**src/rtl/instr_mem_seq_pkg.sv**
```systemverilog
// ---------------------------------------------------------------------------
// instr_mem_seq_pkg
// Shared defaults and FSM state encoding for the nibble-cell instruction
// memory (instr_mem_seq) and its cell array (imem_cell_array).
//   WORD_LEN_DEF   : default instruction width in bits
//   MEM_CELL_SIZE  : default storage cell width in bits
//   INSTR_MEM_SIZE : default number of cells (power of two)
//   ADDR_W_DEF     : default PC / cell address width
//   imem_state_t   : IMEM_IDLE / IMEM_READ / IMEM_RESP
// ---------------------------------------------------------------------------
package instr_mem_seq_pkg;

  localparam int WORD_LEN_DEF   = 16;
  localparam int MEM_CELL_SIZE  = 4;
  localparam int INSTR_MEM_SIZE = 1024;
  localparam int ADDR_W_DEF     = 16;

  typedef enum logic [1:0] {
    IMEM_IDLE = 2'd0,
    IMEM_READ = 2'd1,
    IMEM_RESP = 2'd2
  } imem_state_t;

endpackage

```
**src/rtl/instr_mem_seq_imem_cell_array.sv**
```systemverilog
// ---------------------------------------------------------------------------
// imem_cell_array
// DEPTH x CELL_W cell RAM: one synchronous write port, one combinational
// read port. Contents are never reset; they persist across rst and are X
// until written.
// Ports:
//   clk     in  rising-edge clock
//   wr_en   in  write strobe (already qualified by the caller)
//   wr_idx  in  IDX_W  write cell index
//   wr_data in  CELL_W write data
//   rd_idx  in  IDX_W  read cell index
//   rd_data out CELL_W cell at rd_idx (combinational)
// ---------------------------------------------------------------------------
module imem_cell_array
  import instr_mem_seq_pkg::*;
#(
  parameter int CELL_W = MEM_CELL_SIZE,
  parameter int DEPTH  = INSTR_MEM_SIZE,
  parameter int IDX_W  = $clog2(DEPTH)
) (
  input  logic              clk,
  input  logic              wr_en,
  input  logic [IDX_W-1:0]  wr_idx,
  input  logic [CELL_W-1:0] wr_data,
  input  logic [IDX_W-1:0]  rd_idx,
  output logic [CELL_W-1:0] rd_data
);

  logic [CELL_W-1:0] mem [0:DEPTH-1];

  always_ff @(posedge clk) begin
    if (wr_en) begin
      mem[wr_idx] <= wr_data;
    end
  end

  assign rd_data = mem[rd_idx];

endmodule

```
**src/rtl/instr_mem_seq.sv**
```systemverilog
// ---------------------------------------------------------------------------
// instr_mem_seq
// Loadable instruction memory built from CELL_W-bit cells. A fetch request
// (valid/ready) is served by reading CELLS consecutive cells, one per cycle,
// and assembling them big-endian (lowest address ends up in the MSBs).
// The load port writes one cell per cycle while the fetch FSM is idle.
//
// Optional build macro: IMEM_BOUNDS_CHECK_EN
//   defined   : fetches whose last cell lies at or beyond DEPTH return a NOP
//               (all zeros) with rsp_fault=1; loads with ld_addr >= DEPTH
//               are dropped.
//   undefined : all addresses wrap modulo DEPTH, rsp_fault stays 0.
//
// Ports:
//   clk, rst              clock, synchronous active-high reset
//   req_valid/req_ready   fetch request handshake, req_addr = first cell
//   rsp_valid/rsp_ready   response handshake; rsp_instr, rsp_addr (echo of
//                         req_addr), rsp_fault held stable until taken
//   ld_en/ld_addr/ld_data cell write port (ignored while busy)
//   busy                  high whenever the FSM is not idle
// ---------------------------------------------------------------------------
module instr_mem_seq
  import instr_mem_seq_pkg::*;
#(
  parameter int WORD_LEN = WORD_LEN_DEF,
  parameter int CELL_W   = MEM_CELL_SIZE,
  parameter int DEPTH    = INSTR_MEM_SIZE,
  parameter int ADDR_W   = ADDR_W_DEF
) (
  input  logic                clk,
  input  logic                rst,
  input  logic                req_valid,
  output logic                req_ready,
  input  logic [ADDR_W-1:0]   req_addr,
  output logic                rsp_valid,
  input  logic                rsp_ready,
  output logic [WORD_LEN-1:0] rsp_instr,
  output logic [ADDR_W-1:0]   rsp_addr,
  output logic                rsp_fault,
  input  logic                ld_en,
  input  logic [ADDR_W-1:0]   ld_addr,
  input  logic [CELL_W-1:0]   ld_data,
  output logic                busy
);

  localparam int CELLS = WORD_LEN / CELL_W;
  localparam int IDX_W = $clog2(DEPTH);
  localparam int CNT_W = $clog2(CELLS) + 1;

  imem_state_t         state_reg, state_next;
  logic [CNT_W-1:0]    cnt_reg;
  logic [IDX_W-1:0]    base_reg;
  logic [ADDR_W-1:0]   addr_reg;
  logic [WORD_LEN-1:0] shreg_reg;
  logic                fault_reg;
  logic                rsp_valid_reg;
  logic [WORD_LEN-1:0] rsp_instr_reg;
  logic [ADDR_W-1:0]   rsp_addr_reg;
  logic                rsp_fault_reg;

  logic                accept;
  logic                last_read;
  logic                fault_calc;
  logic                ld_in_range;
  logic                mem_wr_en;
  logic [IDX_W-1:0]    rd_idx;
  logic [CELL_W-1:0]   rd_data;
  logic [WORD_LEN-1:0] shreg_shifted;

  // Upper load-address bits only matter when bounds checking is built in.
  logic unused_ld_hi;
  assign unused_ld_hi = &{1'b0, ld_addr[ADDR_W-1:IDX_W]};

`ifdef IMEM_BOUNDS_CHECK_EN
  logic [ADDR_W:0] last_cell_addr;
  assign last_cell_addr = {1'b0, req_addr} + (ADDR_W+1)'(CELLS - 1);
  assign fault_calc     = (last_cell_addr >= (ADDR_W+1)'(DEPTH));
  assign ld_in_range    = ({1'b0, ld_addr} < (ADDR_W+1)'(DEPTH));
`else
  assign fault_calc  = 1'b0;
  assign ld_in_range = 1'b1;
`endif

  assign accept    = req_valid && req_ready;
  assign last_read = (cnt_reg == CNT_W'(CELLS - 1));

  // Index addition truncates to IDX_W bits, giving the modulo-DEPTH wrap.
  assign rd_idx        = base_reg + IDX_W'(cnt_reg);
  assign shreg_shifted = (shreg_reg << CELL_W) | WORD_LEN'(rd_data);

  // Loads are only honoured while idle; outside IDLE they are dropped.
  assign mem_wr_en = ld_en && (state_reg == IMEM_IDLE) && !rst && ld_in_range;

  imem_cell_array #(
    .CELL_W (CELL_W),
    .DEPTH  (DEPTH),
    .IDX_W  (IDX_W)
  ) u_cells (
    .clk     (clk),
    .wr_en   (mem_wr_en),
    .wr_idx  (ld_addr[IDX_W-1:0]),
    .wr_data (ld_data),
    .rd_idx  (rd_idx),
    .rd_data (rd_data)
  );

  // FSM: state register
  always_ff @(posedge clk) begin
    if (rst) begin
      state_reg <= IMEM_IDLE;
    end else begin
      state_reg <= state_next;
    end
  end

  // FSM: next-state logic
  always_comb begin
    state_next = state_reg;
    case (state_reg)
      IMEM_IDLE: if (accept) state_next = IMEM_READ;
      IMEM_READ: if (last_read) state_next = IMEM_RESP;
      IMEM_RESP: begin
        if (rsp_ready) begin
          state_next = accept ? IMEM_READ : IMEM_IDLE;
        end
      end
      default:   state_next = IMEM_IDLE;
    endcase
  end

  // FSM: outputs. A load in the same cycle always beats a fetch request.
  always_comb begin
    busy      = (state_reg != IMEM_IDLE);
    req_ready = !rst && !ld_en &&
                ((state_reg == IMEM_IDLE) ||
                 ((state_reg == IMEM_RESP) && rsp_ready));
  end

  // Datapath: counter, shift register, latched request and response.
  always_ff @(posedge clk) begin
    if (rst) begin
      cnt_reg       <= '0;
      base_reg      <= '0;
      addr_reg      <= '0;
      shreg_reg     <= '0;
      fault_reg     <= 1'b0;
      rsp_valid_reg <= 1'b0;
      rsp_instr_reg <= '0;
      rsp_addr_reg  <= '0;
      rsp_fault_reg <= 1'b0;
    end else begin
      if (accept) begin
        base_reg  <= req_addr[IDX_W-1:0];
        addr_reg  <= req_addr;
        shreg_reg <= '0;
        cnt_reg   <= '0;
        fault_reg <= fault_calc;
      end else if (state_reg == IMEM_READ) begin
        shreg_reg <= shreg_shifted;
        cnt_reg   <= cnt_reg + 1'b1;
        if (last_read) begin
          // Faulting fetches still spend CELLS cycles, then return a NOP.
          rsp_instr_reg <= fault_reg ? '0 : shreg_shifted;
          rsp_addr_reg  <= addr_reg;
          rsp_fault_reg <= fault_reg;
          rsp_valid_reg <= 1'b1;
        end
      end

      if ((state_reg == IMEM_RESP) && rsp_ready) begin
        rsp_valid_reg <= 1'b0;
      end
    end
  end

  assign rsp_valid = rsp_valid_reg;
  assign rsp_instr = rsp_instr_reg;
  assign rsp_addr  = rsp_addr_reg;
  assign rsp_fault = rsp_fault_reg;

endmodule
```
**config.mk**
```make
export PLATFORM = sky130hd
export DESIGN_NAME = instr_mem_seq
export DESIGN_NICKNAME = d
export VERILOG_FILES = /design/src/rtl/instr_mem_seq_pkg.sv /design/src/rtl/instr_mem_seq_imem_cell_array.sv /design/src/rtl/instr_mem_seq.sv
export SDC_FILE = /design/constraint.sdc
export NUM_CORES = 2
export LEC_CHECK = 0
export ABC_AREA = 0
export CORE_ASPECT_RATIO = 1.5
export CORE_MARGIN = 2
export CORE_UTILIZATION = 50
export CTS_CLUSTER_SIZE = 14
export DETAILED_ROUTE_END_ITERATION = 6
export DONT_BUFFER_PORTS = 1
export PLACE_DENSITY = 0.7
export SLEW_MARGIN = 25
export SYNTH_ARGS = -nofsm -noshare
export SYNTH_HDL_FRONTEND = slang
export SYNTH_SLANG_ARGS = --single-unit
export TNS_END_PERCENT = 10
```
**constraint.sdc**
```tcl
create_clock -name clk -period 3.85 [get_ports clk]
set_input_delay 0.77 -clock clk [delete_from_list [all_inputs] [get_ports clk]]
set_output_delay 0.77 -clock clk [all_outputs]
set_load 0.005 [all_outputs]
```
==> impl_metrics.env <==
export IMPL_status="finished, violations left"
export IMPL_violations="setup timing"
export IMPL_clock_sinks=4162
export IMPL_antenna_left=0
export IMPL_clkTransAtPathRegs_ns=0.07
export IMPL_num_rows=258
export IMPL_drt_wl_total_um=466000
export IMPL_portBuffers=0
export IMPL_critPathLaunchType="flip-flop"
export IMPL_whs_ns=0.0568
export IMPL_final_nets=9245
export IMPL_die_h_um=708
export IMPL_power_frac_clock_pct=37.5
export IMPL_synth_edff_count=4096
export IMPL_cp_startpoint="base_reg[0]$_SDFFE_PP0P_"
export IMPL_async_reset_ff_share_pct=0
export IMPL_syn_area_per_cell_um2=19.5
export IMPL_yosys_warnings=0
export IMPL_min_period_over_period_pct=115
export IMPL_post_drt_wl_per_cell_um=34.0
export IMPL_pwr_share_seq_pct=55.1
export IMPL_relSlewSlack_pct=25.8
export IMPL_ir_drop_mv=0.371
export IMPL_final_common_cell="edfxtp_1"
export IMPL_cts_tree="done"
export IMPL_design_area_um2=190000
export IMPL_fp_coreArea_um2=329000
export IMPL_mostFrequentLayoutCells="edfxtp_1 (4,096), mux4_2 (1,080), nor2_1 (1,066), buf_4 (693), nand2_1 (542)"
export IMPL_htree_levels=5
export IMPL_wl_met3_um=46600
export IMPL_period_minus_slack_ns=4.41
export IMPL_clock_latency_ns=0.94
export IMPL_drtIter0Drc=12822
export IMPL_clock_skew_final_ns=0.0395
export IMPL_setup_violations=8
export IMPL_grt_usage_pct=27.6
export IMPL_fmaxAchievable_ghz=0.227
export IMPL_p_leak_nw=59.9
export IMPL_area_growth_pct=14.8
export IMPL_dp_slack_ns=-1.28
export IMPL_syn_instance_count=8488
export IMPL_root_buffer="clkbuf_16"
export IMPL_end_kind="flip-flop"
export IMPL_rsz0062_at_grt="true"
export IMPL_p_sw_share_pct=21.8
export IMPL_fp_dieW_um=474
export IMPL_drv_cap=0
export IMPL_gp_congestion=0.907
export IMPL_p_int_w=0.0707
export IMPL_crit_required_ns=4.65
export IMPL_critPathMaxFanout=11
export IMPL_ys_ff_latch=4162
export IMPL_top_layer="met5"
export IMPL_vias=89429
export IMPL_drc=0
export IMPL_grt_max_degree=258
export IMPL_dr_wl_met2_um=234000
export IMPL_hold_path_class="input pin to flip-flop"
export IMPL_postLayoutSetupSlackWorst_ns=-0.562
export IMPL_grt_overflow_total=0
export IMPL_antenna_found_initial=21
export IMPL_grt_pass1_vias=91371
export IMPL_cts_made_buffers=364
export IMPL_grt_first_pass_wirelength_um=660000
export IMPL_hold_path_startpoint="rsp_ready"
export IMPL_syn_num_nets=8535
export IMPL_via_per_inst=6.52
export IMPL_m1WireLength_um=155000
export IMPL_yosysSeqAreaShare_pct=75.2
export IMPL_synth_area_um2=165000
export IMPL_clockBufferDepth=4
export IMPL_dpl_hpwl_um=282000
export IMPL_critical_path_class="flip-flop to flip-flop"
export IMPL_place_area_um2=177000
export IMPL_fillCellCount=23271
export IMPL_report_final_slew_viol_count=0
export IMPL_p_comb_share_pct=7.4
export IMPL_rrSetupSlack_ns=-0.56
export IMPL_final_hold_viol_count=0
export IMPL_synthDistinctLibCells=94
export IMPL_p_switching_w=0.0197
export IMPL_worstMarginPinSlew_ns=1.11
export IMPL_drive_above_1_share_pct=28.1
export IMPL_regToRegStartpoint="base_reg[0]$_SDFFE_PP0P_"
export IMPL_postLayoutCoreUtil_pct=57.6
export IMPL_ios=77
export IMPL_start_util_pct=50.2
export IMPL_power_density_nw_per_um2=476
export IMPL_drt_first_pass_iters=6
export IMPL_largest_register_ffs=4096
export IMPL_crit_arrival_ns=5.21
export IMPL_fp_dieArea_um2=335000
export IMPL_synth_main_ff_cell="edfxtp_1"
export IMPL_fin_tns_setup_ns=-4.05
==> what timing repair did <==
action                                 in CTS  in global routing
endpoints found under the hold margin     118                  0
buffers inserted                           52                 11
cloned                                     18                  1
hold buffers                               18                  0
pin swaps                                  43                 18
setup endpoints to repair                   8                  8
gates resized for setup                   197                 38
==> layer usage <==
| metal | GRT usage (%) | up-vias |
|---|---|---|
| li1 | - | 35669 |
| met1 | 33.7 | 46784 |
| met2 | 46.2 | 5810 |
| met3 | 5.20 | 1160 |
| met4 | 15.8 | 6 |
| met5 | 0 | - |
==> final timing paths <==
| check | endpoint | cells after the start |
|---|---|---|
| max | shreg_reg[2]$_SDFFE_PP0N_ | 17 |
| min | rsp_valid$_SDFFE_PP0P_ | 3 |
| max reg2reg | shreg_reg[2]$_SDFFE_PP0N_ | 17 |
| min reg2reg | rsp_addr[11]$_SDFFE_PP0P_ | 2 |
==> power groups by stage <==
stage                     clock network, W  logic, W  registers, W
final                               0.0339   0.00669        0.0498
after CTS                           0.0342   0.00662        0.0498
after global routing                0.0357   0.00695        0.0497
after detailed placement                 0   0.00625        0.0507
after global placement                   0   0.00598        0.0507
after floorplan                          0   0.00338        0.0507
==> worst max-delay path: stages (launching register included) <==
cell,delay (ns)
dfxtp_2,0.35
ha_4,0.14
inv_2,0.04
fa_4,0.78
buf_6,0.12
buf_12,0.16
buf_16,0.18
buf_12,0.16
buf_12,0.11
mux4_2,0.28
mux2i_1,0.20
a32oi_1,0.12
a31oi_2,0.63
o41ai_1,0.13
buf_4,0.16
a2111oi_4,0.34
buf_4,0.23
o31ai_2,0.09
==> final cells by class <==
cell class,count,area (µm²),share of cell area (%)
sequential,4162,124000,65.5
multi-input combinational,3695,39000,20.5
timing repair buffer,953,10500,5.53
clock buffer,468,9670,5.09
tap,4290,5370,2.83
clock inverter,112,805,0.424
inverter,22,82.6,0.0435
antenna,20,50.0,0.0264
==> cell usage after synthesis, drive strengths merged, types with 5 or more instances <==
master   count  share of area, %
buf        347               1.4
a221oi      12             0.067
nor3b        8             0.036
nand3b       6             0.027
and2         9             0.034
o41ai        8             0.047
a21boi       9             0.041
clkbuf     262              0.59
a22oi       33              0.15
nor2      1078               2.5
mux2         9             0.061
a21o         5             0.023
ha           5             0.038
a21oi      104              0.32
nand3      150              0.46
nand4       10             0.038
o22ai       10             0.038
and3        64              0.24
xnor2        7             0.037
a32o        17              0.10
nor2b       10             0.038
a22o         8             0.042
a32oi       54              0.29
or2          8             0.030
a2111oi     19              0.10
mux4      1085                15
a31oi       27              0.10
o21ai       39              0.12
mux2i      120              0.73
o2111ai      6             0.032
nand2b       8             0.030
inv         21             0.048
o31ai        9             0.041
nor4        29              0.11
nand2      553               1.3
edfxtp    4096                74
o211ai      19             0.086
dfxtp       66              0.80
nor3        27             0.082
or4          6             0.027
a211oi      48              0.22
a311oi      12             0.064
==> through the flow <==
step                power [W]  instances
floorplan              0.0541       8488
global placement       0.0567      13016
detailed placement     0.0570      13025
CTS                    0.0906      13689
global route           0.0923      13704
finish                 0.0904      13722
==> cells by family after synthesis <==
logic type	count (synthesis)	synth area share [%]
simple gates	1985	4.97
flops	4162	75.2
compound gates	480	2.12
fa+ha+maj	6	0.0499
buf+inv	631	2.06
mux	1214	15.6
xor+xnor	9	0.0477
other cells	1	0.00227
No activity file was read; power rests on OpenSTA's default activity.
